<file path="src/rtl/tft_rect_filler.sv">
// tft_rect_filler: queues solid-colour rectangle commands and streams each one
// to an SPI TFT controller as column-set, row-set and RAM-write sequences.
// Optional macro RECT_CLIP_EN: reversed bounds are swapped instead of rejected.
module tft_rect_filler #(
    parameter int COL_WIDTH  = 8,
    parameter int ROW_WIDTH  = 9,
    parameter int FIFO_DEPTH = 4,
    parameter int CLK_DIV    = 2
) (
    input  logic                 clk_in,
    input  logic                 rst_in,
    input  logic [COL_WIDTH-1:0] col1_in,
    input  logic [COL_WIDTH-1:0] col2_in,
    input  logic [ROW_WIDTH-1:0] row1_in,
    input  logic [ROW_WIDTH-1:0] row2_in,
    input  logic [2:0]           color_in,
    input  logic                 valid_in,
    output logic                 ready_out,
    output logic                 busy_out,
    output logic                 done_out,
    output logic                 err_out,
    output logic                 tft_sck,
    output logic                 tft_sdi,
    output logic                 tft_dc,
    output logic                 tft_cs
);
    localparam int AW = $clog2(FIFO_DEPTH);
    localparam int NW = COL_WIDTH + ROW_WIDTH + 1;
    localparam int DW = $clog2(CLK_DIV) + 1;
    localparam int GW = $clog2(4 * CLK_DIV) + 1;

    typedef enum logic [2:0] {IDLE, LOAD, CMD, PARAM, DATA, GAP} state_t;

    typedef struct packed {
        logic [COL_WIDTH-1:0] col1;
        logic [COL_WIDTH-1:0] col2;
        logic [ROW_WIDTH-1:0] row1;
        logic [ROW_WIDTH-1:0] row2;
        logic [2:0]           color;
    } cmd_t;

    state_t               state, state_next;
    cmd_t                 fifo_mem [FIFO_DEPTH];
    logic [AW:0]          wr_ptr, rd_ptr;
    logic                 fifo_empty, fifo_full, push, pop;
    cmd_t                 head;
    logic [COL_WIDTH-1:0] c_lo, c_hi;
    logic [ROW_WIDTH-1:0] r_lo, r_hi;
    logic                 bad;
    logic [NW-1:0]        pix_total, pix_left;
    logic [15:0]          c1_q, c2_q, r1_q, r2_q, rgb_q;
    logic [3:0]           hdr_idx;
    logic                 byte_hi;
    logic [7:0]           shreg, nxt_byte;
    logic                 nxt_dc;
    logic [2:0]           bit_cnt;
    logic [DW-1:0]        div_cnt;
    logic [GW-1:0]        gap_cnt;
    logic                 shifting, div_done, sck_fall, byte_end, last_byte, gap_done;

    function automatic logic [15:0] palette(input logic [2:0] idx);
        case (idx)
            3'd0:    return 16'h0000;
            3'd1:    return 16'hFFFF;
            3'd2:    return 16'hF800;
            3'd3:    return 16'h07E0;
            3'd4:    return 16'h001F;
            3'd5:    return 16'hFFE0;
            3'd6:    return 16'h07FF;
            default: return 16'hF81F;
        endcase
    endfunction

    assign fifo_empty = (wr_ptr == rd_ptr);
    assign fifo_full  = (wr_ptr[AW] != rd_ptr[AW]) && (wr_ptr[AW-1:0] == rd_ptr[AW-1:0]);
    assign ready_out  = !fifo_full;
    assign push       = valid_in && !fifo_full;
    assign pop        = (state == LOAD);
    assign head       = fifo_mem[rd_ptr[AW-1:0]];
    assign busy_out   = (state != IDLE) || !fifo_empty;
    assign tft_sdi    = shreg[7];

    assign shifting  = (state == CMD) || (state == PARAM) || (state == DATA);
    assign div_done  = (div_cnt == DW'(CLK_DIV - 1));
    assign sck_fall  = shifting && tft_sck && div_done;
    assign byte_end  = sck_fall && (bit_cnt == 3'd7);
    assign last_byte = (state == DATA) && !byte_hi && (pix_left == NW'(1));
    // GAP plus the following LOAD cycle keep CS high for 4*CLK_DIV cycles
    assign gap_done  = (gap_cnt == GW'(4 * CLK_DIV - 2));

    assign pix_total = (NW'(c_hi) - NW'(c_lo) + NW'(1)) * (NW'(r_hi) - NW'(r_lo) + NW'(1));

    // Command queue: write on accepted valid, read once per LOAD
    always_ff @(posedge clk_in) begin
        if (rst_in) begin
            wr_ptr <= '0;
            rd_ptr <= '0;
        end else begin
            if (push) begin
                fifo_mem[wr_ptr[AW-1:0]] <= {col1_in, col2_in, row1_in, row2_in, color_in};
                wr_ptr <= wr_ptr + (AW+1)'(1);
            end
            if (pop) rd_ptr <= rd_ptr + (AW+1)'(1);
        end
    end

    // Normalise the queue head into low/high bounds and flag unusable commands
    always_comb begin
`ifdef RECT_CLIP_EN
        c_lo = (head.col1 > head.col2) ? head.col2 : head.col1;
        c_hi = (head.col1 > head.col2) ? head.col1 : head.col2;
        r_lo = (head.row1 > head.row2) ? head.row2 : head.row1;
        r_hi = (head.row1 > head.row2) ? head.row1 : head.row2;
        bad  = 1'b0;
`else
        c_lo = head.col1;
        c_hi = head.col2;
        r_lo = head.row1;
        r_hi = head.row2;
        bad  = (head.col1 > head.col2) || (head.row1 > head.row2);
`endif
    end

    // Select the byte that follows the one currently shifting out
    always_comb begin
        nxt_byte = '0;
        nxt_dc   = 1'b1;
        if (state == DATA) begin
            nxt_byte = byte_hi ? rgb_q[7:0] : rgb_q[15:8];
        end else begin
            case (hdr_idx)
                4'd0: nxt_byte = c1_q[15:8];
                4'd1: nxt_byte = c1_q[7:0];
                4'd2: nxt_byte = c2_q[15:8];
                4'd3: nxt_byte = c2_q[7:0];
                4'd4: begin nxt_byte = 8'h2B; nxt_dc = 1'b0; end
                4'd5: nxt_byte = r1_q[15:8];
                4'd6: nxt_byte = r1_q[7:0];
                4'd7: nxt_byte = r2_q[15:8];
                4'd8: nxt_byte = r2_q[7:0];
                4'd9: begin nxt_byte = 8'h2C; nxt_dc = 1'b0; end
                default: nxt_byte = rgb_q[15:8];
            endcase
        end
    end

    // Engine state register
    always_ff @(posedge clk_in) begin
        if (rst_in) state <= IDLE;
        else        state <= state_next;
    end

    // Engine next-state logic
    always_comb begin
        state_next = state;
        case (state)
            IDLE:    if (!fifo_empty) state_next = LOAD;
            LOAD:    state_next = bad ? IDLE : CMD;
            CMD:     if (byte_end) state_next = (hdr_idx == 4'd10) ? DATA : PARAM;
            PARAM:   if (byte_end && (hdr_idx == 4'd4 || hdr_idx == 4'd9)) state_next = CMD;
            DATA:    if (byte_end && last_byte) state_next = GAP;
            GAP:     if (gap_done) state_next = fifo_empty ? IDLE : LOAD;
            default: state_next = IDLE;
        endcase
    end

    // SPI serialiser: SCK divider, MSB-first shifting, byte sequencing, pulses
    always_ff @(posedge clk_in) begin
        if (rst_in) begin
            tft_cs   <= 1'b1;
            tft_sck  <= 1'b0;
            tft_dc   <= 1'b0;
            done_out <= 1'b0;
            err_out  <= 1'b0;
            shreg    <= '0;
            bit_cnt  <= '0;
            div_cnt  <= '0;
            gap_cnt  <= '0;
            hdr_idx  <= '0;
            byte_hi  <= 1'b0;
            pix_left <= '0;
            c1_q     <= '0;
            c2_q     <= '0;
            r1_q     <= '0;
            r2_q     <= '0;
            rgb_q    <= '0;
        end else begin
            done_out <= 1'b0;
            err_out  <= 1'b0;
            case (state)
                LOAD: begin
                    c1_q     <= 16'(c_lo);
                    c2_q     <= 16'(c_hi);
                    r1_q     <= 16'(r_lo);
                    r2_q     <= 16'(r_hi);
                    rgb_q    <= palette(head.color);
                    pix_left <= pix_total;
                    if (bad) begin
                        err_out <= 1'b1;
                    end else begin
                        tft_cs  <= 1'b0;
                        tft_dc  <= 1'b0;
                        tft_sck <= 1'b0;
                        shreg   <= 8'h2A;
                        bit_cnt <= '0;
                        div_cnt <= '0;
                        hdr_idx <= '0;
                        byte_hi <= 1'b1;
                    end
                end
                CMD, PARAM, DATA: begin
                    div_cnt <= div_done ? '0 : div_cnt + DW'(1);
                    if (div_done && !tft_sck) tft_sck <= 1'b1;
                    if (sck_fall) begin
                        tft_sck <= 1'b0;
                        if (bit_cnt != 3'd7) begin
                            bit_cnt <= bit_cnt + 3'd1;
                            shreg   <= {shreg[6:0], 1'b0};
                        end else if (last_byte) begin
                            bit_cnt  <= '0;
                            shreg    <= '0;
                            tft_cs   <= 1'b1;
                            tft_dc   <= 1'b0;
                            done_out <= 1'b1;
                            gap_cnt  <= '0;
                        end else begin
                            bit_cnt <= '0;
                            shreg   <= nxt_byte;
                            tft_dc  <= nxt_dc;
                            if (state == DATA) begin
                                byte_hi <= !byte_hi;
                                if (!byte_hi) pix_left <= pix_left - NW'(1);
                            end else begin
                                hdr_idx <= hdr_idx + 4'd1;
                            end
                        end
                    end
                end
                GAP: gap_cnt <= gap_cnt + GW'(1);
                default: ;
            endcase
        end
    end
endmodule
</file>
<file path="config.mk">
export PLATFORM = sky130hd
export DESIGN_NAME = tft_rect_filler
export DESIGN_NICKNAME = d
export VERILOG_FILES = /design/src/rtl/tft_rect_filler.sv
export SDC_FILE = /design/constraint.sdc
export NUM_CORES = 1
export LEC_CHECK = 0
export ABC_AREA = 1
export BUFFER_PORTS_ARGS = -buffer_cell sky130_fd_sc_hd__buf_2
export CAP_MARGIN = 20
export CORE_ASPECT_RATIO = 1.2
export CORE_MARGIN = 5
export CORE_UTILIZATION = 60
export CTS_BUF_LIST = sky130_fd_sc_hd__clkbuf_4
export DETAILED_ROUTE_END_ITERATION = 7
export GPL_ROUTABILITY_DRIVEN = 0
export GPL_TIMING_DRIVEN = 0
export PLACE_DENSITY_LB_ADDON = 0.15
export SETUP_SLACK_MARGIN = 0.3
export SLEW_MARGIN = 10
export SYNTH_ARGS = -nofsm -noshare
export SYNTH_HDL_FRONTEND = slang
export SYNTH_SLANG_ARGS = --single-unit
</file>
<file path="constraint.sdc">
create_clock -name clk_in -period 9.8 [get_ports clk_in]
set_clock_uncertainty 0.05 [all_clocks]
set_input_delay 0.98 -clock clk_in [delete_from_list [all_inputs] [get_ports clk_in]]
set_output_delay 0.98 -clock clk_in [all_outputs]
set_load 0.05 [all_outputs]
</file>
-- Word level (Yosys, flattened, before mapping)
Memory sizes are Yosys's and may differ from the RTL's. A register that Yosys moved wholly into a read port is not among the register bits.
Cells that the tools add are included.
- flip-flop bits (word level): 104
- latch bits: 0
- bits in writable memories: 148
- memory bits (read-only): 0
- bits of input ports: 40
- output and inout bits: 8
- word-level logic and storage cells: 189
- memories kept: 1
- memory list (name ; depth ; bits a word ; read ports ; clocked after Yosys merged registers in ; write ports ; line ; RTL):
    fifo_mem ; 4 ; 37 ; 1 ; 1 ; 1 ; 43 ; cmd_t fifo_mem [FIFO_DEPTH];
- add/sub/neg operators: 11
- multipliers: 1
- div/mod/pow operators: 0
- magnitude comparators: 2
- equal/unequal tests: 43
- shifts and indexed selects: 0
- multiplexer cells: 68
- bitwise gates (word level): 3
- reduce and logical (&&, ||, !) cells: 40
- operators by type and width (kind ; count):
    case mux 16 bit (7 select lines) ; 1
    2-to-1 mux 18 bit ; 5
    case mux 8 bit (9 select lines) ; 1
    2-to-1 mux 8 bit ; 6
    case mux 18 bit (2 select lines) ; 1
    2-to-1 mux 4 bit ; 8
    2-to-1 mux 3 bit ; 9
    2-to-1 mux 1 bit ; 22
    != test 2 bit (second input constant) ; 11
    equality test 4 x 3 -> 1 bit (second input constant) ; 5
    equality test 18 x 1 -> 1 bit (second input constant) ; 1
    equality test 3 bit (second input constant) ; 6
    multiplier 10 x 11 -> 18 bit ; 1
    case mux 3 bit (6 select lines) ; 1
    AND reduction 6 bit ; 3
    subtractor 18 x 1 -> 18 bit (second input constant) ; 1
    case mux 4 bit (2 select lines) ; 2
    case mux 8 bit (2 select lines) ; 1
    equality test 3 x 2 -> 1 bit (second input constant) ; 4
    equality test 4 bit (second input constant) ; 3
    adder 10 x 2 -> 11 bit (second input constant) ; 1
    adder 9 x 2 -> 10 bit (second input constant) ; 1
    logical AND 1 bit ; 10
    2-to-1 mux 2 bit ; 5
    33 further kinds ; 59

-- Logic depth before layout (Yosys ltp)
Gate-level depths: netlist of run 1.
- word-level depth: 9
- gate-level depth with buffers: 44
- depth with buffers taken out: 41

-- Worst setup path after synthesis of run 1
Ideal clock, no wire load.
- path kind: register to register
- from: reg (tool-made name)
- to: reg pix_left[14]
- data arrival time: 7.003 ns
- setup slack: 2.625 ns
- cell stages (with the launch flop): 40
- period minus slack after synthesis: 7.175 ns
- cell sequence: dfxtp_1 -> clkbuf_1 -> inv_1 -> clkbuf_1 -> clkbuf_1 -> o21ai_0 -> o22ai_1 -> ha_1 -> inv_1 -> fa_1 -> ha_1 -> nand3_1 -> nor2_1 -> inv_1 -> nor2_1 -> inv_1 -> o21ai_0 -> nand2_1 -> (+4 left out) -> inv_1 -> ha_1 -> inv_1 -> fa_1 -> fa_1 -> inv_1 -> ha_1 -> nand2_1 -> o21ai_0 -> a21oi_1 -> o21bai_1 -> nand2_1 -> nand2_1 -> a21oi_1 -> o21ai_0 -> a21oi_1 -> o21ai_0 -> a21oi_1
- RTL lines (element ; line ; RTL):
    end signal, assigned ; 197 ; pix_left <= pix_total;
    end signal, assigned ; 232 ; if (!byte_hi) pix_left <= pix_left - NW'(1);
    end, declared ; 50 ; logic [NW-1:0] pix_total, pix_left;

==> reports/qor.csv, run 1 <==
stage;metric;value;unit
run_status;status;complete, no violations;
worst_setup_path;cell repeated most along the worst path;inv_1;
clocking;cts hold-fix bufs;0;
timing;Final Cycle Share;89.05;%
logic_synthesis;sequential-to-total area share from yosys stat;41.18;%
clocking;# clock sinks;241;
clocking;Post-CTS Repair Setup Buffers;0;
detailed_routing;initial DRC count;734;
floorplanning;Die ar.;28830;um2
clocking;TritonCTS buffer count;60;
global_route;largest net degree at the start of global routing;27;
floorplanning;Initial Util;60.51;%
global_route;GRT overflow;0;
detailed_routing;# DRC;0;
detailed_routing;DRT antenna net count;0;
logic_synthesis;Post-synth EDFFs;148;
floorplanning;io pins;48;
clocking;CTS root buf;clkbuf_4;
global_route;first-pass GRT wire length;62.39;mm
detailed_routing;router iterations before antenna repair;6;
worst_hold_path;classification of the worst-slack hold path;input pin to flop;
logic_synthesis;fraction of registers with async set/reset;0;%
logic_synthesis;Synth cell types;53;
logic_synthesis;post-synthesis cell count;1755;
final_layout;FILL cells;2138;
worst_setup_path;CP max stage cell;fa_1;
logic_synthesis;Synthesis Warnings;0;
final_layout;fin cells;2248;
logic_synthesis;syn nets;1960;
logic_synthesis;largest area contributor in the netlist;edfxtp_1;
timing;unrepaired setup endpoints after global routing;no;
timing;Final Max Slew Viols;0;
final_layout;register area;6306;um2
worst_setup_path;Critical Path Source Type;flop;
place;hpwl dp;29.17;mm
logic_synthesis;most numerous cell in the Yosys netlist;nand2_1;
worst_setup_path;CP Class;flop to flop;
timing;relative slew slack;49.84;%
final_layout;Area growth syn-to-layout;10.28;%
detailed_routing;DR vias/cell;5.606;
logic_synthesis;Yosys reg bits;241;
timing;setup TNS;0;ns
timing;final critical-path required period;8.727;ns
global_route;vias in the first global route;12850;
worst_setup_path;Slowest Stage Delay on Critical Path;0.55;ns
final_layout;layout net count;2073;
clocking;H-Tree Depth;2;
detailed_routing;routed vias;12600;
clocking;Worst-Skew Late Latency;0.74;ns
clocking;PostCTS Resize Cnt;0;
timing;worst slew pin tran;0.7505;ns
clocking;CTS tree;built;
clocking;clock tree buffer depth;3;
place;dpl cells;2136;
logic_synthesis;synthesized area;15310;um2
final_layout;share of layout cells above drive strength 1;11.16;%
timing;final setup violation count;0;
global_route;GR Util All Layers;26.98;%
logic_synthesis;Yosys top cell area share;29.02;%
floorplanning;Die W;155.8;um
floorplanning;core area;25300;um2
clocking;CTS clock-pin slew for the worst setup and hold paths;0.07;ns
detailed_routing;Routed wire per std cell;16.93;um
logic_synthesis;Commonest cells post-synth;317 x nand2_1, 266 x inv_1, 175 x nor2_1, 148 x edfxtp_1, 137 x o21ai_0;
final_layout;footprint of the multi-input gates;7772;um2
floorplanning;FP Rows;64;
worst_setup_path;CP endpoint kind;flop;
worst_setup_path;Arrival @ worst endpoint;9.24;ns
timing;Fmax;114.6;MHz
logic_synthesis;Mean Syn Cell Area;8.725;um2
job;max-cap viol count;0;
logic_synthesis;Synth Flop Type;edfxtp_1;
worst_setup_path;CP Data Required Time;10.31;ns
detailed_routing;WL final;38.05;mm
timing;Final Hold Vio Count;0;
worst_setup_path;buffers and inverters on the worst path;11;
logic_synthesis;dominant cells by area after synthesis;edfxtp_1 29%, dfxtp_1 12%, fa_1 11%, nand2_1 7.8%, inv_1 6.5%;
place;I/O Buffers;47;
global_route;initial antenna violation count;1;
floorplanning;die height;185.0;um
worst_setup_path;CP Max Fanout;10;
worst_setup_path;family with the most delay on the worst path;adder cells;
area by class of cell:
cell class | count | share of cell area (%)
flip-flops and latches | 241 | 37.34
clock buffers | 85 | 3.779
multi-input cells | 1181 | 46.03
clock inverters | 26 | 0.8966
well taps | 330 | 2.445
inverters | 280 | 6.231
plain buffers | 53 | 1.304
diodes | 1 | 0.01482
repair buffers | 51 | 1.956
metrics by stage:
step / util [%] / worst slack [ns] / area [um2] / hold slack (ns)
2_1_floorplan: - / 2.625 / 15310 / 0.3806
3_3_place_gp: 63.07 / 0.8567 / 15960 / 0.4005
3_5_place_dp: 63.57 / 0.7641 / 16090 / 0.4066
4_1_cts: 66.69 / 0.7143 / 16870 / 0.3686
5_1_grt: 66.73 / 0.3598 / 16890 / 0.3603
6_report: 66.73 / 1.073 / 16890 / 0.4068
layer usage:
metal  routed length, um  vias up  track usage, %
met5                   0        -               0
met4                1475        0           11.52
met3                2200       96           3.365
met2               19610      469           49.42
met1               14760     5945           31.76
li1                    -     6093               -
registers in the layout, indices dropped and copies added, names as in the netlist, 2 cells and up, named ones only:
signal / flops
div_cnt: 2
shreg: 8
fifo_mem: 148
r2_q: 9
pix_left: 18
bit_cnt: 3
c2_q: 8
hdr_idx: 4
rgb_q: 3
rd_ptr: 3
gap_cnt: 4
wr_ptr: 3
state: 3
c1_q: 8
r1_q: 9
placed cells by master, fill, tap and decap left out, types with 7 or more instances in the layout:
master,synthesis,final
nand2_1,317,317
inv_1,266,266
nor2_1,175,171
edfxtp_1,148,148
o21ai_0,137,137
a21oi_1,107,107
dfxtp_1,93,93
fa_1,86,86
clkbuf_4,0,85
ha_1,79,79
nand3_1,62,62
buf_2,4,51
clkbuf_1,47,40
clkinv_1,4,22
o22ai_1,20,20
a211oi_1,20,20
nand4_1,18,18
a32o_1,18,18
nor3_1,18,18
xnor2_1,17,17
a31oi_1,17,17
xor2_1,14,14
nand2_2,12,12
nor2_2,10,10
inv_2,9,9
nor2_4,4,8
clkbuf_2,0,7
cells by family after synthesis:
family / Yosys count / share of synthesized area, %
xor gates and xnor gates: 31 / 1.773
and+or+nand+nor: 640 / 17.97
AOI/OAI and AO/OA: 345 / 13.12
adders and majority gates: 165 / 17.70
buffers and inverters: 333 / 8.253
DFF: 241 / 41.18
path summary, 6_finish.rpt:
path                                 start         endpoint  slack, ns  cells after the start
worst min-delay path            row1_in[2]  fifo_mem[0][14]       0.41                      1
worst max-delay path                  flop     pix_left[17]       1.07                     36
worst min register to register      tft_cs           tft_cs       0.41                      2
worst max register to register        flop     pix_left[17]       1.07                     36
Power of run 1 is not shown: default switching activity piles up to over one toggle a cycle in this logic, so the estimate is an artifact.
==> run 2, diff against run 1 <==
--- a/config.mk
+++ b/config.mk
@@ -10,7 +10,7 @@
 export CAP_MARGIN = 20
 export CORE_ASPECT_RATIO = 1.2
 export CORE_MARGIN = 5
-export CORE_UTILIZATION = 60
+export CORE_UTILIZATION = 47
 export CTS_BUF_LIST = sky130_fd_sc_hd__clkbuf_4
 export DETAILED_ROUTE_END_ITERATION = 7
 export GPL_ROUTABILITY_DRIVEN = 0
==> reports/qor.csv, run 2 (same netlist as run 1, synthesis figures left out) <==
stage;metric;value;unit
worst_setup_path;Slowest Stage Delay on Critical Path;0.55;ns
floorplanning;FP Rows;72;
global_route;vias in the first global route;12760;
final_layout;FILL cells;3071;
detailed_routing;met3 wire len;1.835;mm
timing;relative slew slack;48.84;%
floorplanning;die height;207.7;um
clocking;CTS root buf;clkbuf_4;
worst_setup_path;CP endpoint kind;flop;
final_layout;footprint of the multi-input gates;7772;um2
worst_setup_path;buffers and inverters on the worst path;13;
detailed_routing;DRT antenna net count;0;
timing;Final Max Slew Viols;0;
final_layout;layout net count;2080;
clocking;Post-CTS Repair Setup Buffers;0;
timing;min setup slack post-route;0.9916;ns
floorplanning;core area;32250;um2
final_layout;register area;6306;um2
worst_setup_path;CP Data Required Time;10.32;ns
detailed_routing;initial DRC count;734;
place;post-place setup slack;0.6806;ns
worst_setup_path;Critical Path Source Type;flop;
clocking;PostCTS Resize Cnt;0;
timing;hold slack;0.3912;ns
place;I/O Buffers;47;
global_route;GRT overflow;0;
clocking;# clock sinks;241;
clocking;CTS clock-pin slew for the worst setup and hold paths;0.06;ns
worst_setup_path;cell repeated most along the worst path;inv_1;
clocking;CTS tree;built;
floorplanning;Die ar.;36300;um2
timing;setup TNS;0;ns
final_layout;commonest non-fill, non-tap cell in the layout;nand2_1;
worst_setup_path;CP Max Fanout;10;
worst_setup_path;CP max stage cell;fa_1;
worst_setup_path;Arrival @ worst endpoint;9.33;ns
global_route;GR Util All Layers;22.02;%
global_route;largest net degree at the start of global routing;26;
detailed_routing;router iterations before antenna repair;6;
worst_setup_path;family with the most delay on the worst path;adder cells;
timing;final setup violation count;0;
floorplanning;Initial Util;47.48;%
detailed_routing;WL final;39.99;mm
detailed_routing;routed vias;12420;
global_route;first-pass GRT wire length;64.48;mm
clocking;cts hold-fix bufs;0;
worst_setup_path;CP Class;flop to flop;
clocking;Worst-Skew Late Latency;0.71;ns
run_status;status;complete, no violations;
job;max-cap viol count;0;
clocking;clock tree buffer depth;3;
timing;Final Cycle Share;89.88;%
timing;Final Hold Vio Count;0;
clocking;H-Tree Depth;3;
floorplanning;io pins;48;
place;hpwl dp;30.37;mm
final_layout;max reg flops;148;
detailed_routing;DR vias/cell;5.329;
floorplanning;Die W;174.8;um
clocking;TritonCTS buffer count;67;
final_layout;share of layout cells above drive strength 1;11.86;%
timing;unrepaired setup endpoints after global routing;no;
worst_hold_path;classification of the worst-slack hold path;flop to flop;
global_route;initial antenna violation count;1;
detailed_routing;top layer in use;met4;
timing;worst slew pin tran;0.7675;ns
final_layout;most frequent cells in the layout;317 x nand2_1, 266 x inv_1, 171 x nor2_1;
detailed_routing;# DRC;0;
detailed_routing;Routed wire per std cell;17.15;um
timing;Fmax;113.5;MHz
timing;final critical-path required period;8.808;ns
final_layout;Area growth syn-to-layout;11.73;%
detailed_routing;met2 WL;20.37;mm
detailed_routing;Metal-1 WL;16.53;mm
## run 2: worst paths after layout
path	from	end	slack [ns]	cells after the start
setup / recovery	flop	pix_left[17]	0.99	38
hold reg to reg	shreg[6]	shreg[7]	0.39	2
setup reg to reg	flop	pix_left[17]	0.99	38
hold / removal	shreg[6]	shreg[7]	0.39	2
## run 2: through the flow
stage | instances | util (%) | area, um2
global route | 2331 | 53.05 | 17110
finish | 2331 | 53.05 | 17110
floorplan | 1755 | - | 15310
detailed placement | 2213 | 50.17 | 16180
CTS | 2330 | 53.03 | 17100
global placement | 2209 | 49.79 | 16060
## run 2: metal layers
metal | global-route usage, % | up-vias
met4 | 8.157 | 0
met2 | 39.51 | 332
met5 | 0 | -
li1 | - | 6108
met1 | 26.49 | 5897
met3 | 3.698 | 86
## run 2: worst reg2reg max path: cells and delay by family (launching register included)
family                     cells  cell delay [ns]
adders and majority gates      9             3.93
and+or+nand+nor                9             1.22
AOI/OAI and AO/OA              7             1.35
DFF                            1             0.30
buffers and inverters         13             1.85
## run 2: final cells by class
class | count | share of cell area (%)
Clock buffer | 104 | 4.564
Buffer | 53 | 1.258
Sequential cell | 241 | 36.86
Clock inverter | 13 | 0.8118
Inverter | 280 | 6.151
Antenna cell | 1 | 0.01463
Timing Repair Buffer | 51 | 1.931
Tap cell | 407 | 2.977
Multi-Input combinational cell | 1181 | 45.43
Power of run 2 is left out for the same reason.
==> run 3, diff against run 2 <==
--- a/config.mk
+++ b/config.mk
@@ -6,13 +6,13 @@
 export NUM_CORES = 1
 export LEC_CHECK = 0
 export ABC_AREA = 1
-export BUFFER_PORTS_ARGS = -buffer_cell sky130_fd_sc_hd__buf_2
 export CAP_MARGIN = 20
 export CORE_ASPECT_RATIO = 1.2
 export CORE_MARGIN = 5
 export CORE_UTILIZATION = 47
 export CTS_BUF_LIST = sky130_fd_sc_hd__clkbuf_4
 export DETAILED_ROUTE_END_ITERATION = 7
+export DONT_BUFFER_PORTS = 1
 export GPL_ROUTABILITY_DRIVEN = 0
 export GPL_TIMING_DRIVEN = 0
 export PLACE_DENSITY_LB_ADDON = 0.15
==> reports/qor.csv, run 3 (same netlist as run 1, synthesis figures left out) <==
stage;metric;value;unit
floorplanning;io pins;48;
timing;final critical-path required period;8.750;ns
detailed_routing;Routed wire per std cell;17.22;um
timing;unrepaired setup endpoints after global routing;no;
final_layout;share of layout cells above drive strength 1;9.338;%
final_layout;max reg flops;148;
timing;Final Cycle Share;89.29;%
worst_setup_path;CP max stage cell;fa_1;
clocking;H-Tree Depth;2;
worst_setup_path;cell repeated most along the worst path;inv_1;
worst_setup_path;Slowest Stage Delay on Critical Path;0.55;ns
detailed_routing;initial DRC count;632;
final_layout;Area growth syn-to-layout;9.700;%
clocking;CTS tree;built;
timing;relative slew slack;43.87;%
worst_hold_path;classification of the worst-slack hold path;input pin to flop;
detailed_routing;routed vias;12170;
job;max-cap viol count;0;
clocking;CTS clock-pin slew for the worst setup and hold paths;0.07;ns
timing;final setup violation count;0;
floorplanning;Initial Util;47.48;%
timing;setup TNS;0;ns
global_route;vias in the first global route;12210;
run_status;status;complete, no violations;
floorplanning;die height;207.7;um
timing;Fmax;114.3;MHz
clocking;TritonCTS buffer count;61;
timing;Final Hold Vio Count;0;
worst_setup_path;Critical Path Source Type;flop;
place;dpl cells;2166;
worst_setup_path;family with the most delay on the worst path;adder cells;
floorplanning;Die ar.;36300;um2
worst_hold_path;hold_sp;row1_in[8];
global_route;GRT overflow;0;
detailed_routing;DRT antenna net count;0;
worst_setup_path;buffers and inverters on the worst path;10;
worst_setup_path;CP Max Fanout;10;
clocking;# clock sinks;241;
clocking;CTS root buf;clkbuf_4;
detailed_routing;WL final;39.29;mm
global_route;first-pass GRT wire length;63.59;mm
global_route;initial antenna violation count;1;
detailed_routing;# DRC;0;
final_layout;FILL cells;3034;
floorplanning;FP Rows;72;
floorplanning;core area;32250;um2
worst_setup_path;CP Data Required Time;10.34;ns
place;hpwl dp;30.11;mm
place;I/O Buffers;0;
worst_setup_path;Arrival @ worst endpoint;9.29;ns
global_route;largest net degree at the start of global routing;25;
detailed_routing;router iterations before antenna repair;5;
final_layout;fin cells;2282;
clocking;clock tree buffer depth;3;
timing;Final Max Slew Viols;0;
final_layout;layout net count;2027;
worst_setup_path;CP endpoint kind;flop;
final_layout;most frequent cells in the layout;317 x nand2_1, 266 x inv_1, 171 x nor2_1;
floorplanning;Die W;174.8;um
clocking;Worst-Skew Late Latency;0.73;ns
worst_setup_path;CP Class;flop to flop;
final_layout;commonest non-fill, non-tap cell in the layout;nand2_1;
clocking;cts hold-fix bufs;0;
detailed_routing;DR vias/cell;5.333;
global_route;GR Util All Layers;21.66;%
timing;worst slew pin tran;0.8419;ns
run 3: cell types whose count changed in the layout (fill, tap and decap cells not counted):
cell       delta
buf_1         -1
clkbuf_2      +2
inv_2         -1
clkinv_1      +6
bufinv_16     -2
clkinv_2      +3
clkinv_8      +1
clkbuf_4      -9
clkbuf_1      -1
buf_2        -47
run 3: per-stage QoR:
stage / hold WS [ns] / worst slack (ns) / area (um2) / utilization (%)
2_1_floorplan: 0.3806 / 2.625 / 15310 / -
3_3_place_gp: 0.4046 / 0.6930 / 15820 / 49.06
3_5_place_dp: 0.4075 / 0.6810 / 15950 / 49.45
4_1_cts: 0.2529 / 0.6524 / 16790 / 52.06
5_1_grt: 0.2320 / 0.3353 / 16800 / 52.08
6_report: 0.3050 / 1.050 / 16800 / 52.08
run 3: final cells by class:
type	instances	area (um2)	share of cell area, %
Multi-Input combinational cell	1181	7772	46.27
Clock inverter	20	128.9	0.7672
Timing Repair Buffer	4	95.09	0.5661
Inverter	280	1052	6.264
Buffer	53	217.7	1.296
Tap cell	407	509.2	3.032
Clock buffer	95	713.2	4.246
Antenna cell	1	2.502	0.01490
Sequential cell	241	6306	37.54
run 3: worst paths after layout:
| kind | end | slack, ns | cells past startpoint |
|---|---|---|---|
| worst max-delay path | pix_left[17] | 1.05 | 35 |
| worst min-delay path | fifo_mem[2][20] | 0.30 | 0 |
| worst max register to register | pix_left[17] | 1.05 | 35 |
| worst min register to register | c2_q[4] | 0.42 | 2 |
run 3: what timing repair did:
action                     in CTS  in global routing
buffers inserted                0                  0
setup endpoints to repair       0                  6
resized for setup               0                  9
run 3: metal layers:
layer  vias to the layer above  routed length [um]  track usage (%)
met1                      5775               15800            25.95
met3                        90                2305            4.627
met2                       319               19830            38.35
met5                         -                   0                0
li1                       5986                   -                -
met4                         0                1354            7.832
Power of run 3 is left out for the same reason.
